--- src/rtl/reorder_buffer.sv ---
// rtl/reorder_buffer.sv - in-order retirement buffer: 4-wide dispatch, 2 writeback ports, 1 retire per cycle
module reorder_buffer #(
    parameter int DEPTH = 16,
    parameter int IDX_W = 4
) (
    input  logic             clk,
    input  logic             rst,
    input  logic             Branch_flush,
    input  logic             Inst1_Valid,
    input  logic             Inst1_RegW,
    input  logic [4:0]       Inst1_Rdst,
    input  logic [5:0]       Inst1_RPhydst,
    input  logic             Inst2_Valid,
    input  logic             Inst2_RegW,
    input  logic [4:0]       Inst2_Rdst,
    input  logic [5:0]       Inst2_RPhydst,
    input  logic             Inst3_Valid,
    input  logic             Inst3_RegW,
    input  logic [4:0]       Inst3_Rdst,
    input  logic [5:0]       Inst3_RPhydst,
    input  logic             Inst4_Valid,
    input  logic             Inst4_RegW,
    input  logic [4:0]       Inst4_Rdst,
    input  logic [5:0]       Inst4_RPhydst,
    output logic [IDX_W-1:0] Inst1_Tag,
    output logic [IDX_W-1:0] Inst2_Tag,
    output logic [IDX_W-1:0] Inst3_Tag,
    output logic [IDX_W-1:0] Inst4_Tag,
    output logic             ROB_Stall,
    input  logic             WB1_Valid,
    input  logic [IDX_W-1:0] WB1_Tag,
    input  logic             WB2_Valid,
    input  logic [IDX_W-1:0] WB2_Tag,
    output logic             Commit,
    output logic [5:0]       Commit_Phy,
    output logic [4:0]       Commit_Rdst,
    output logic             ROB_Empty,
    output logic [IDX_W:0]   ROB_Count
);

    // Stall once fewer than four entries are free: count >= DEPTH-3.
    localparam logic [IDX_W:0] STALL_AT = (IDX_W+1)'(DEPTH - 3);

    logic [DEPTH-1:0] r_valid;
    logic [DEPTH-1:0] r_done;
    logic [DEPTH-1:0] r_regw;
    logic [4:0]       r_rdst [DEPTH];
    logic [5:0]       r_phy  [DEPTH];
    logic [IDX_W-1:0] r_head;
    logic [IDX_W-1:0] r_tail;
    logic [IDX_W:0]   r_count;
    logic             r_empty;
    logic             r_commit;
    logic [5:0]       r_commit_phy;
    logic [4:0]       r_commit_rdst;

    logic [3:0]       w_sv;
    logic [3:0]       w_sregw;
    logic [4:0]       w_srdst [4];
    logic [5:0]       w_sphy  [4];
    logic [IDX_W-1:0] w_stag  [4];
    logic [2:0]       w_off1;
    logic [2:0]       w_off2;
    logic [2:0]       w_off3;
    logic [2:0]       w_n;
    logic [2:0]       w_n_eff;
    logic             w_stall;
    logic             w_alloc;
    logic             w_retire;
    logic [IDX_W:0]   w_count_next;

    assign w_sv    = {Inst4_Valid, Inst3_Valid, Inst2_Valid, Inst1_Valid};
    assign w_sregw = {Inst4_RegW, Inst3_RegW, Inst2_RegW, Inst1_RegW};
    assign w_srdst[0] = Inst1_Rdst;
    assign w_srdst[1] = Inst2_Rdst;
    assign w_srdst[2] = Inst3_Rdst;
    assign w_srdst[3] = Inst4_Rdst;
    assign w_sphy[0]  = Inst1_RPhydst;
    assign w_sphy[1]  = Inst2_RPhydst;
    assign w_sphy[2]  = Inst3_RPhydst;
    assign w_sphy[3]  = Inst4_RPhydst;

    // Valid slots are packed in slot order starting at the tail.
    assign w_off1 = {2'b00, w_sv[0]};
    assign w_off2 = w_off1 + {2'b00, w_sv[1]};
    assign w_off3 = w_off2 + {2'b00, w_sv[2]};
    assign w_n    = w_off3 + {2'b00, w_sv[3]};

    assign w_stag[0] = r_tail;
    assign w_stag[1] = r_tail + IDX_W'(w_off1);
    assign w_stag[2] = r_tail + IDX_W'(w_off2);
    assign w_stag[3] = r_tail + IDX_W'(w_off3);

    assign w_stall      = (r_count >= STALL_AT);
    assign w_alloc      = !w_stall;
    assign w_n_eff      = w_alloc ? w_n : 3'd0;
    assign w_retire     = r_valid[r_head] & r_done[r_head];
    assign w_count_next = r_count + (IDX_W+1)'(w_n_eff) - (IDX_W+1)'(w_retire);

    assign Inst1_Tag   = w_stag[0];
    assign Inst2_Tag   = w_stag[1];
    assign Inst3_Tag   = w_stag[2];
    assign Inst4_Tag   = w_stag[3];
    assign ROB_Stall   = w_stall;
    assign Commit      = r_commit;
    assign Commit_Phy  = r_commit_phy;
    assign Commit_Rdst = r_commit_rdst;
    assign ROB_Empty   = r_empty;
    assign ROB_Count   = r_count;

    // Control state: later assignments win, so retire clears any same-cycle writeback to the head.
    always_ff @(posedge clk) begin
        if (rst) begin
            r_valid       <= '0;
            r_done        <= '0;
            r_head        <= '0;
            r_tail        <= '0;
            r_count       <= '0;
            r_empty       <= 1'b1;
            r_commit      <= 1'b0;
            r_commit_phy  <= '0;
            r_commit_rdst <= '0;
        end else if (Branch_flush) begin
            r_valid  <= '0;
            r_done   <= '0;
            r_head   <= '0;
            r_tail   <= '0;
            r_count  <= '0;
            r_empty  <= 1'b1;
            r_commit <= 1'b0;
        end else begin
            if (WB1_Valid && r_valid[WB1_Tag]) begin
                r_done[WB1_Tag] <= 1'b1;
            end
            if (WB2_Valid && r_valid[WB2_Tag]) begin
                r_done[WB2_Tag] <= 1'b1;
            end
            if (w_retire) begin
                r_valid[r_head] <= 1'b0;
                r_done[r_head]  <= 1'b0;
                r_head          <= r_head + IDX_W'(1);
                r_commit        <= r_regw[r_head];
                r_commit_phy    <= r_phy[r_head];
                r_commit_rdst   <= r_rdst[r_head];
            end else begin
                r_commit <= 1'b0;
            end
            for (int s = 0; s < 4; s++) begin
                if (w_alloc && w_sv[s]) begin
                    r_valid[w_stag[s]] <= 1'b1;
                    r_done[w_stag[s]]  <= 1'b0;
                end
            end
            r_tail  <= r_tail + IDX_W'(w_n_eff);
            r_count <= w_count_next;
            r_empty <= (w_count_next == '0);
        end
    end

    // Payload is qualified by r_valid, so it needs no reset.
    always_ff @(posedge clk) begin
        if (!rst && !Branch_flush) begin
            for (int s = 0; s < 4; s++) begin
                if (w_alloc && w_sv[s]) begin
                    r_regw[w_stag[s]] <= w_sregw[s];
                    r_rdst[w_stag[s]] <= w_srdst[s];
                    r_phy[w_stag[s]]  <= w_sphy[s];
                end
            end
        end
    end

endmodule
--- config.mk ---
export PLATFORM = sky130hd
export DESIGN_NAME = reorder_buffer
export DESIGN_NICKNAME = d
export VERILOG_FILES = /design/src/rtl/reorder_buffer.sv
export SDC_FILE = /design/constraint.sdc
export NUM_CORES = 1
export LEC_CHECK = 0
export CORE_ASPECT_RATIO = 1.4
export CORE_MARGIN = 1
export CORE_UTILIZATION = 45
export CTS_CLUSTER_DIAMETER = 120
export DETAILED_ROUTE_END_ITERATION = 16
export SLEW_MARGIN = 20
export SYNTH_ARGS = -nofsm -noshare
export SYNTH_HDL_FRONTEND = slang
export SYNTH_SLANG_ARGS = --single-unit
--- constraint.sdc ---
create_clock -name clk -period 12.6 [get_ports clk]
set_clock_uncertainty 0.2 [all_clocks]
set_input_delay 3.15 -clock clk [delete_from_list [all_inputs] [get_ports clk]]
set_output_delay 3.15 -clock clk [all_outputs]
set_load 0.01 [all_outputs]
* After elaboration in Yosys (flattened, before gate mapping) *
Memories as Yosys holds them, arrays and structs flattened. A register that Yosys moved wholly into a read port is not among the register bits.
Index checks and enable logic that the tools add are counted.

storage, ports and cells
  bits in registers = 63
  latch bits = 0
  RAM bits = 176
  ROM bits = 0
  input port bits = 65
  word-level logic and storage cells = 156
  memories kept = 2

cells by class
  add/subtract/negate cells = 10
  $mul = 0
  div/mod/pow operators = 0
  magnitude comparators = 15
  eq/ne operators = 0
  shifts and indexed selects = 0
  multiplexer cells = 80
  bitwise logic cells = 20
  reduce and logical (&&, ||, !) cells = 21

memories
  name    depth  bits a word  read ports  clocked after Yosys merged registers in  write ports  line  RTL
  r_phy   16     6            1           1                                        4            48    logic [5:0] r_phy [DEPTH];
  r_rdst  16     5            1           1                                        4            47    logic [4:0] r_rdst [DEPTH];

operators by type and width
  cell                                                        number
  2-to-1 mux 16 bit                                           39
  AND 16 bit                                                  6
  OR 16 bit                                                   6
  NOT 16 bit                                                  5
  bitwise mux 16 bit                                          4
  less-than comparator 4 x 5 -> 1 bit, second input constant  7
  demux 1 bit (select 4 bit)                                  7
  >= comparator 4 x 1 -> 1 bit, second input constant         7
  2-to-1 mux 1 bit                                            24
  binary-select mux 1 bit (select 4 bit)                      5
  logical AND 1 bit                                           14
  adder 4 x 3 -> 4 bit                                        2
  adder 5 x 3 -> 5 bit                                        1
  >= comparator 5 x 4 -> 1 bit, second input constant         1
  logical NOT 5 bit                                           1
  subtractor 5 x 1 -> 5 bit                                   1
  adder 4 x 1 -> 4 bit                                        1
  adder 4 x 1 -> 4 bit, second input constant                 1
  adder 4 x 2 -> 4 bit                                        1
  adder 2 x 1 -> 3 bit                                        1
  adder 3 x 1 -> 3 bit                                        1
  logical NOT 1 bit                                           3
  2-to-1 mux 3 bit                                            1
  OR reduction 3 bit                                          1
  other kinds (5)                                             6

* Depth between registers and ports, before layout *
  word-level depth = 30
  gate-level depth with buffers = 17
  mapped depth without buffers = 13

* Worst setup path after synthesis *
OpenSTA, ideal clock, no wires.

  path type = input to output
  from = input port Inst1_Valid
  to = output port Inst4_Tag[3]
  arrival = 5.232 ns
  slack = 4.018 ns
  stages on the path = 10
  path through = ha_1 > ha_1 > ha_1 > ha_1 > and3_1 > or3_1 > nand2_2 > inv_2 > buf_6 > buf_2

between the ends
  longest elaborated chain between the ends = 3

ends and longest elaborated chain
  element               line  RTL
  start, declared       9     input logic Inst1_Valid,
  adder 1 x 1 -> 2 bit  85    assign w_off2 = w_off1 + {2'b00, w_sv[1]};
  adder 2 x 1 -> 3 bit  86    assign w_off3 = w_off2 + {2'b00, w_sv[2]};
  adder 4 x 3 -> 4 bit  92    assign w_stag[3] = r_tail + IDX_W'(w_off3);
  end, declared         28    output logic [IDX_W-1:0] Inst4_Tag,

No other way between the ends.

* Worst setup path after layout *
  from = input port Inst2_Valid
  to = output port Inst4_Tag[3]

between the ends
  longest elaborated chain between the ends = 3

ends and longest elaborated chain
  element               line  RTL
  start, declared       13    input logic Inst2_Valid,
  adder 1 x 1 -> 2 bit  85
  adder 2 x 1 -> 3 bit  86
  adder 4 x 3 -> 4 bit  92

No other way between the ends.

==> metrics.txt <==
WS Path Type=primary input to primary output; Peak supply drop=0.107 mV; Pre-antenna DRT Iters=5; Final Setup Violations=0; Die X=between 150 and 200 µm; ys flop type=edfxtp_1; post-synth top area share=31.2%; RSZ-0062 raised after global routing=no; Die H=around 240 µm; RR Endpoint=r_phy[4][4]$_DFFE_PP_; drt first-iter violations=a little over 2,000; multiplexer share of the synthesized area=under 10%; Hold Startpoint=Commit_Rdst[2]$_SDFFE_PP0P_; reg2reg path depth=8; startpoint types=primary input; DRC viols=0; compound-gate portion of the synthesized area=approximately a quarter; r2r setup slk=7510 ps; Post-Synth XOR/XNOR Area=0.563%; largest net degree at the start of global routing=60; final WL=around 80 mm; Die ar.=about 0.042 mm²; max-slew violations=0; top post-synthesis cells by area=edfxtp_1, mux4_2, dfxtp_1, nand2_1, o31ai_1; clock buffer count from CTS=29; via count=between 15,000 and 20,000; register area share after synthesis=about 38%; hpwl dp=between 50 and 60 mm; maxcap violations=0; Max-Slew Margin vs Limit=between 20% and 30%; Hold EP=Commit_Rdst[2]$_SDFFE_PP0P_; worst path required time=roughly 9300 ps; synthesis-to-layout area growth=11.1%; CTS Buffer Depth=3; vias per std cell=between 6 and 7; initial core utilization=45.7%; clock root buffer master=clkbuf_16; cell taking the most area after synthesis=edfxtp_1; outcome=finished, final reports clean; Leak Pwr=between 6 and 7 nW; CTS sink count=250; final worst-path cycle share=between 80 and 90%; ys async rst share=0%; Sum Neg Setup Slack=0 ps; fin crit period=roughly 10,000 ps; Worst Setup End Kind=primary output; Worst-Margin Slew=between 1000 and 1500 ps; flip-flop and latch count after synthesis=250; Final GP Congestion=around 0.95; post-synthesis cell count=just over 2,000; clk_lat worst skew=between 500 and 600 ps; Resized cells post-CTS=0; Post-Synth Simple-Gate Area=between 10% and 20%; vias in the first global route=17,500; # hold bufs at CTS=0; core footprint=just over 0.04 mm²; gr ovfl total=0; Antenna Nets Post-Route=0; Syn Area/Cell=roughly 8.9 µm²; critical path arrival=between 7000 and 8000 ps; share of cells above drive strength 1=between 10% and 20%; post-synthesis cell type count=90; Post-Synth Adder-Cell Area=2.41%; fillers=3,864; gr usage total=between 30% and 40%; clk slew on worst S/H paths=about 60 ps; Hold WS=approximately 280 ps; top-level I/O count=100; Post-layout nets=about 2,100; global-route wire length before repair=about 120 mm; Rows=87; Fin. Hold Viols=0; pwr dens=123 mW/mm²; CTS tree=done; largest family of logic cells by synthesized area=compound AO/OA/AOI/OAI gates; EDFF count, synth=between 150 and 200; hold crit path type=flip-flop to flip-flop; synthesized area=0.0185 mm²; post-synth net total=about 2,200; worst-path fanout max=23; I/O Buffers=99; Yosys warnings=0; Hold Path Cell Cnt=2; Max H-tree Level=1; wire length per cell=roughly 32 µm; Post-CTS Setup Inserts=0; Peak Freq=between 90 and 100 MHz; R2R Path Start=Inst1_Tag[0]$_SDFF_PN0_; antenna violations before repair=3
-- report_power, final --
part	switching (mW)	internal, mW
logic	0.428	0.222
registers	0.0366	0.931
clock network	0.375	0.540
-- through the flow --
step	util [%]	setup WS (ps)	power, mW	instance area (µm²)	instances
after floorplan	-	4020	1.36	18500	2079
after global placement	48.2	2320	1.60	19500	2532
after detailed placement	48.3	2290	1.61	19500	2532
after CTS	50.7	2270	2.52	20500	2585
after global routing	50.8	2020	2.60	20500	2585
final	50.8	2220	2.53	20500	2586
-- critical path, cell delays in order --
cell and delay (ps):
clkdlybuf4s50_1 730, ha_1 340, ha_1 230, ha_1 210, ha_1 320, and3_1 210
o21ai_1 290, nand2_2 410, inv_2 500, clkdlybuf4s50_1 620
-- flip-flops by register name, indices dropped and copies added (netlist names) --
signal and cells:
r_phy 96, r_rdst 80, r_done 16, r_regw 16, r_valid 16, Commit_Phy 6
Commit_Rdst 5, ROB_Count 5, Inst1_Tag 4, r_head 4, Commit 1, ROB_Empty 1
-- how the worst max path moves through the flow --
stage,depth (start not counted),start,to,slack [ps]
after CTS,10,Inst2_Valid,Inst4_Tag[3],2270
after floorplan,10,Inst1_Valid,Inst4_Tag[3],4020
after global routing,10,Inst2_Valid,Inst4_Tag[3],2020
after detailed placement,10,Inst2_Valid,Inst4_Tag[3],2290
after global placement,10,Inst2_Valid,Inst4_Tag[3],2320
final,10,Inst2_Valid,Inst4_Tag[3],2220
-- synthesized netlist by cell type (8+ instances only) --
cell type / n
inv_1: 36
and3_1: 40
o2111ai_1: 15
a21o_1: 21
o31ai_1: 122
nor3_1: 40
a221oi_1: 84
mux2i_1: 15
dfxtp_1: 58
a21oi_1: 137
o21ai_0: 168
ha_1: 26
clkbuf_1: 136
nor3_2: 13
mux4_2: 56
nand2_1: 270
a2bb2oi_1: 14
a22o_1: 13
a31oi_1: 10
o21ai_1: 13
nor2_1: 210
and2_1: 15
or3_1: 25
o2bb2ai_1: 23
nand3_1: 42
mux2_2: 9
buf_6: 8
buf_2: 69
buf_4: 12
edfxtp_1: 192
a211oi_1: 30
-- final cells by class --
class / instances / area, µm² / area share, %
sequential: 250 / 6930 / 33.8
timing repair buffer: 151 / 1380 / 6.74
multi-input combinational: 1558 / 10400 / 50.6
clock inverter: 14 / 170 / 0.830
antenna: 1 / 2.50 / 0.0122
clock buffer: 39 / 830 / 4.04
inverter: 39 / 146 / 0.714
tap: 534 / 668 / 3.26
-- cell usage in the layout, fill, tap and decap left out, types with 10 or more instances in the layout --
cell type | synthesis | final
a211oi_1 | 30 | 30
a21o_1 | 21 | 21
a21oi_1 | 137 | 137
a221oi_1 | 84 | 84
a22o_1 | 13 | 13
a2bb2oi_1 | 14 | 14
a31oi_1 | 10 | 10
and2_1 | 15 | 15
and3_1 | 40 | 40
buf_4 | 12 | 52
clkbuf_16 | 0 | 30
clkdlybuf4s50_1 | 0 | 99
dfxtp_1 | 58 | 56
edfxtp_1 | 192 | 192
ha_1 | 26 | 26
inv_1 | 36 | 36
mux2i_1 | 15 | 15
mux4_2 | 56 | 56
nand2_1 | 270 | 270
nand3_1 | 42 | 42
nor2_1 | 210 | 203
nor2_2 | 7 | 14
nor3_1 | 40 | 37
nor3_2 | 13 | 16
o2111ai_1 | 15 | 12
o21ai_0 | 168 | 168
o21ai_1 | 13 | 13
o2bb2ai_1 | 23 | 23
o31ai_1 | 122 | 122
or3_1 | 25 | 25
-- cells by family (layout without fill, tap and decap cells) --
family	after synthesis	count (layout)
xor+xnor	11	11
flops	250	250
mux	83	83
compound gates	696	696
other cells	0	1
fa+ha+maj	32	32
buf+inv	271	243
simple gates	736	736
-- layer usage --
metal  routed length (µm)  track usage (%)
met1                28600             43.6
met3                 6890             7.11
met5                   12                0
met4                 8030             33.4
met2                38900             63.4
(Power assumes the default switching activity.)
